**config.mk**
```make
export PLATFORM = sky130hd
export DESIGN_NAME = block_splitter
export DESIGN_NICKNAME = d
export VERILOG_FILES = /design/src/rtl/block_splitter.sv
export SDC_FILE = /design/constraint.sdc
export NUM_CORES = 1
export LEC_CHECK = 0
export ABC_CLOCK_PERIOD_IN_PS = 2800
export CORE_MARGIN = 5
export CORE_UTILIZATION = 43
export CTS_BUF_LIST = sky130_fd_sc_hd__clkbuf_4
export DETAILED_ROUTE_END_ITERATION = 10
export HOLD_SLACK_MARGIN = 0.03
export PLACE_DENSITY = 0.79
export SYNTH_ARGS = -nofsm -noshare
export SYNTH_HDL_FRONTEND = slang
export SYNTH_SLANG_ARGS = --single-unit
```
**constraint.sdc**
```tcl
create_clock -name clk -period 2.8 [get_ports clk]
set_input_delay 0.56 -clock clk [delete_from_list [all_inputs] [get_ports clk]]
set_output_delay 0.56 -clock clk [all_outputs]
set_load 0.05 [all_outputs]
```
**src/rtl/block_splitter.sv**
```systemverilog
// Splits one packed word of up to 2*MAX_NUM_BLOCKS blocks into two lanes (low blocks / re-based remainder).
// Latency: 1 cycle from input accept to out_valid; full throughput when both lanes are ready.
// Backpressure: in_ready only when both lanes are free; a stalled lane holds its outputs stable.
// Optional build macro BLOCK_SPLITTER_ZERO_FILL_EN: zero the block slots at or above out_num in each lane.
module block_splitter #(
    parameter int BLOCK_SIZE     = 64,
    parameter int MAX_NUM_BLOCKS = 1
) (
    input  logic                                         clk,
    input  logic                                         rst_n,
    output logic                                         in_ready,
    input  logic [2*MAX_NUM_BLOCKS*BLOCK_SIZE-1:0]       in_data,
    input  logic                                         in_valid,
    input  logic [31:0]                                  in_num,
    input  logic                                         in_last,
    input  logic [1:0]                                   out_ready,
    output logic [1:0][MAX_NUM_BLOCKS*BLOCK_SIZE-1:0]    out_data,
    output logic [1:0]                                   out_valid,
    output logic [1:0][31:0]                             out_num,
    output logic [1:0]                                   out_last,
    output logic                                         err_overflow
);
    localparam int          LW    = MAX_NUM_BLOCKS * BLOCK_SIZE;
    localparam logic [31:0] MAX_N = 32'(MAX_NUM_BLOCKS);
    localparam logic [31:0] TOT_N = 32'(2 * MAX_NUM_BLOCKS);

    typedef enum logic {EMPTY = 1'b0, FULL = 1'b1} lane_state_t;

    lane_state_t            state_q [2];
    lane_state_t            state_d [2];
    logic [1:0]             free;
    logic                   accept;
    logic                   overflow;
    logic [31:0]            n, n0, n1;
    logic [1:0][31:0]       lane_num;
    logic [1:0][LW-1:0]     lane_data;
    logic [1:0]             load;

    // Handshake and per-lane split of the incoming beat; counts compared at full 32 bits.
    always_comb begin
        free      = ~out_valid | out_ready;
        in_ready  = rst_n & free[0] & free[1];
        accept    = in_valid & in_ready;
        overflow  = in_num > TOT_N;
        n         = overflow ? TOT_N : in_num;
        n0        = (n > MAX_N) ? MAX_N : n;
        n1        = n - n0;
        lane_num[0]  = n0;
        lane_num[1]  = n1;
        lane_data[0] = in_data[LW-1:0];
        lane_data[1] = in_data[2*LW-1:LW];
`ifdef BLOCK_SPLITTER_ZERO_FILL_EN
        for (int k = 0; k < 2; k++) begin
            for (int b = 0; b < MAX_NUM_BLOCKS; b++) begin
                if (32'(b) >= lane_num[k]) begin
                    lane_data[k][b*BLOCK_SIZE +: BLOCK_SIZE] = '0;
                end
            end
        end
`endif
        // A lane only produces a beat if it gets blocks or must carry the last flag.
        for (int k = 0; k < 2; k++) begin
            load[k] = (lane_num[k] != 32'd0) | in_last;
        end
    end

    // Per-lane EMPTY/FULL next state; an accept overrides a simultaneous drain.
    always_comb begin
        for (int k = 0; k < 2; k++) begin
            out_valid[k] = (state_q[k] == FULL);
            state_d[k]   = state_q[k];
            if (accept) begin
                state_d[k] = load[k] ? FULL : EMPTY;
            end else if (out_ready[k]) begin
                state_d[k] = EMPTY;
            end
        end
    end

    // Lane state registers.
    always_ff @(posedge clk) begin
        for (int k = 0; k < 2; k++) begin
            if (!rst_n) begin
                state_q[k] <= EMPTY;
            end else begin
                state_q[k] <= state_d[k];
            end
        end
    end

    // Lane payload registers and sticky overflow; unloaded lanes keep their payload.
    always_ff @(posedge clk) begin
        if (!rst_n) begin
            out_data     <= '0;
            out_num      <= '0;
            out_last     <= '0;
            err_overflow <= 1'b0;
        end else if (accept) begin
            for (int k = 0; k < 2; k++) begin
                if (load[k]) begin
                    out_data[k] <= lane_data[k];
                    out_num[k]  <= lane_num[k];
                    out_last[k] <= in_last;
                end
            end
            if (overflow) begin
                err_overflow <= 1'b1;
            end
        end
    end
endmodule

```
Yosys cells after proc, flatten, opt, wreduce, memory -nomap -nowiden --
Memories as Yosys holds them, arrays and structs flattened. Cells that the tools add are included.
Cells by class: $mul 0, muxes and demuxes 12, reductions and logical operators 5, $lt $le $gt $ge 2, equal/unequal tests 0, bitwise gates (word level) 9, shift-type cells 0, divide/modulo/power cells 0, add/sub/neg operators 1
Operators by type and width (count):
- $mux 32 | 2
- $reduce_bool 32->1 | 2
- $gt 32x1->1 const B | 1
- $gt 32x2->1 const B | 1
- $sub 32x32->32 | 1
- $mux 1 | 10
- $reduce_and 2->1 | 3
- $or 1x1->1 | 4
- $and 1x1->1 | 3
- $not 2->2 | 1
- $or 2x2->2 | 1
Word-level totals: bits in registers 195, bits in read-only memories 0, logic and storage cells 37, RAM bits 2, memories kept 1, input port bits 166, bits in latches 0
Memory list:
- state_q | depth 2, bits a word 1, read ports 2, clocked after Yosys merged registers in 0, wr ports 2, line 29 | lane_state_t state_q [2];

Depth between registers and ports, before layout --
word-level depth 10, depth in mapped cells 13

Least setup slack after synthesis --
OpenSTA, ideal clock, no wires.
path kind input -> register, start point input in_num[24], end point register out_data[127] in the netlist's numbering, setup time 136 ps, arrival time 2903 ps, setup slack -238 ps, cell stages on the path 13, cell sequence nor4_1 and4_2 nand2_2 buf_6 clkbuf_1 inv_1 ha_1 or3b_1 buf_2 buf_1 nand3_1 mux2_2 o311ai_1
Between the ends: cells in the longest elaborated chain, start to end 8
RTL lines:
- start, declared | line 14 | input logic [31:0] in_num,
- $gt 32x2->1 | line 44 | overflow = in_num > TOT_N;
- $mux 32 (*) | line 45 | n = overflow ? TOT_N : in_num;
- $gt 32x1->1 | line 46 | n0 = (n > MAX_N) ? MAX_N : n;
- $mux 32 | line 46
- $sub 32x32->32 (*) | line 47 | n1 = n - n0;
- net n1[1] | line 34 | logic [31:0] n, n0, n1;
- $reduce_bool 32->1 (*) | line 63 | load[k] = (lane_num[k] != 32'd0) | in_last;
- $or 1x1->1 (*) | line 63
- $reduce_and 2->1 (no source line) (*)
- end signal, assigned by index | line 101 | out_data[k] <= lane_data[k];
- end, declared | line 17 | output logic [1:0][MAX_NUM_BLOCKS*BLOCK_SIZE-1:0] out_data,
The timed path passes the listed nets; every way through them passes the cells marked *. A chain may end at the register's enable or synchronous reset.

Worst setup path in the final report --
start point input in_num[27], end point register out_data[74] in the netlist's numbering
The elaborated chain is that of the path after synthesis.

==> flow_summary_export.csv <==
group,metric,value,unit
logic_synthesis,synth_seq_cells,197,
logic_synthesis,ys.flop_type,"dfxtp_1",
status,outcome,"finished clean",
grt,track_usage,0.237,
flow_run,drv_cap,0,
critical_path,reg2reg_depth,6,
timing,fin_setup_tns,0,ns
die,dieArea,0.0280,mm2
final_layout,nets,1635,
clock_network,clkTransAtPathRegs,0.18,ns
final_layout,final_common_cell,"clkdlybuf4s50_1",
critical_path,path_cells,"clkdlybuf4s50_1 > nor4_2 > and4_4 > nand2_4 > inv_4 > ha_4 > or3b_4 > buf_4 > nand3_1 > mux2_2 > o311ai_1",
clock_network,htreeDepth,4,
final_layout,seqCellArea,0.00395,mm2
placement,place_ws,-0.454,ns
timing,post-route-period-util,0.946,
timing,hold_viol_final,0,
clock_network,cts-hold-fix-buffers,0,
routing,drc,0,
logic_synthesis,synth_nets,1366,
logic_synthesis,seq_area_frac_synth,0.372,
timing,fmax,378,MHz
routing,firstDrtPassIters,7,
die,ioPinCount,364,
logic_synthesis,synth-async-reset-ratio,0,
final_layout,area_delta_synth_final,40.1,%
routing,vias_per_cell,6.14,
critical_path,path_buf_inv,3,
timing,drv_slew,0,
final_layout,multi_input_area,0.00592,mm2
clock_network,cts_resized,0,
timing,rsz0062_at_grt,"no",
timing,setup_viol,0,
critical_path,crit_cells,11,
die,coreArea,0.0243,mm2
pwr,p_leak,4.71,nW
clock_network,cts_inserted_buffers,17,
grt,grt_pass1_vias,10300,
routing,vias,11100,
die,die_w,167,um
timing,min_period,2.65,ns
critical_path,slowest_delay,0.51,ns
die,start_util,0.437,
clock_network,clk_path_buf_depth,2,
clock_network,cts.sinks,197,
grt,grt-ovfl-total,0,
timing,setup_ws,0.152,ns
logic_synthesis,yosys_warnings,0,
final_layout,drive_gt1_frac,0.159,
timing,tightest_slew,0.856,ns
critical_path,worstSetupEndpointType,"flop",
critical_path,critical_path_class,"input pin to flop",
final_layout,mostFrequentLayoutCells,"clkdlybuf4s50_1 (361), dfxtp_1 (196), nand2_1 (176)",
grt,antenna_found_initial,2,
placement,dp_hpwl,23300,um
timing,holdWs,0.248,ns
min_path,min_path_type,"input pin to flop",
logic_synthesis,synth_edf_count,1,
grt,grt_pass1_wl,56000,um
critical_path,worst_setup_path_start_kind,"input pin",
placement,portBuffers,363,
logic_synthesis,syn_area,0.0106,mm2
logic_synthesis,netlist_instances,1199,
pwr,power_density,454,mW/mm2
placement,gp_congestion,0.787,
logic_synthesis,synth.distinct_cells,39,
pwr,vdd_drop_max,0.279,mV
routing,wl_per_cell,19.3,um
clock_network,cts_tree,"yes",
routing,drtAntennaViolNets,0,
final_layout,fillers,2110,
clock_network,cts_root_buf,"clkbuf_4",
routing,routed_wl,34900,um
clock_network,clk_latency,0.58,ns
timing,fin_skew,0.0215,ns
clock_network,post_cts_buffers,0,
die,die_y,167,um
logic_synthesis,syn_avg_cell_area,8.87,um2
die,rows,57,
timing,slew_headroom,0.429,
critical_path,crit_arrival,3.07,ns
min_path,whs_path_depth,3,
routing,drtIter0Drc,946,
critical_path,cp_max_fo,13,
critical_path,cpMaxStageDelayCell,"or3b_4",
critical_path,crit_family,"simple AND/OR/NAND/NOR gates",
grt,grt_max_degree,216,
critical_path,required,3.22,ns
## where the power goes
part / switching (mW) / total (mW) / internal, mW
clock network: 1.18 / 1.68 / 0.501
registers: 0.103 / 3.09 / 2.99
logic: 1.17 / 1.99 / 0.823
total: 2.45 / 6.77 / 4.31
## final timing paths
kind               start            to  slack (ns)
min                rst_n   out_num[41]        0.25
max reg2reg   state_q[0]  out_data[94]        0.92
min reg2reg  out_num[47]   out_num[47]        0.44
max           in_num[27]  out_data[74]        0.15
## logic make-up after synthesis
logic type,after synthesis,share of synthesized area
fa+ha+maj,1,0.00118
buf+inv,172,0.0765
mux,128,0.136
simple gates,371,0.163
flops,197,0.372
compound gates,330,0.252
## synthesized netlist by cell type, types with 2 or more instances
cell type	count	share of area
a21oi_1	47	0.022
and4_1	2	0.0016
buf_1	18	0.0064
buf_2	44	0.021
buf_4	2	0.0014
buf_6	14	0.015
clkbuf_1	91	0.032
dfxtp_1	196	0.37
inv_1	3	0.0011
mux2_2	128	0.14
nand2_1	176	0.062
nand2b_1	2	0.0012
nand3_1	164	0.077
nand4_1	5	0.0029
nor2_1	2	0.00071
nor3_1	2	0.00094
nor4_1	7	0.0041
nor4_4	3	0.0060
o2111ai_1	128	0.11
o211ai_1	17	0.012
o21ai_0	4	0.0019
o311ai_0	4	0.0033
o311ai_1	124	0.10
## area by class of cell
type | instances | area share
clock buffer | 17 | 0.00857
tap | 324 | 0.0272
multi-input combinational | 830 | 0.398
sequential | 197 | 0.265
clock inverter | 15 | 0.0125
antenna | 1 | 0.000168
inverter | 3 | 0.00109
timing repair buffer | 419 | 0.287
## state kept, by name, indices dropped and copies added, names as in the netlist
name and flops:
err_overflow 1, out_data 128, out_last 2, out_num 64, state_q 2
## tightest hold or removal path, delay by kind of cell
family / cells / cell delay (ns)
AO/OA/AOI/OAI: 1 / 0.04
buffers and inverters: 1 / 0.13
AND/OR/NAND/NOR: 1 / 0.07
## stage by stage
stage	power (mW)	utilization	cell area, um2	instances
6_report	6.77	0.613	14900	1806
5_1_grt	7.06	0.613	14900	1806
4_1_cts	6.82	0.612	14900	1805
3_5_place_dp	5.14	0.600	14600	1773
3_3_place_gp	5.10	0.600	14600	1773
2_1_floorplan	4.34	-	10800	1199
## routing by layer
layer / share of wire / vias to the layer above / global-route usage
met5: 0.00040 / - / 0
met4: 0.038 / 2 / 0.0882
met3: 0.066 / 69 / 0.0556
met2: 0.48 / 404 / 0.396
met1: 0.41 / 5356 / 0.299
li1: - / 5264 / -
(Power assumes the default switching activity.)
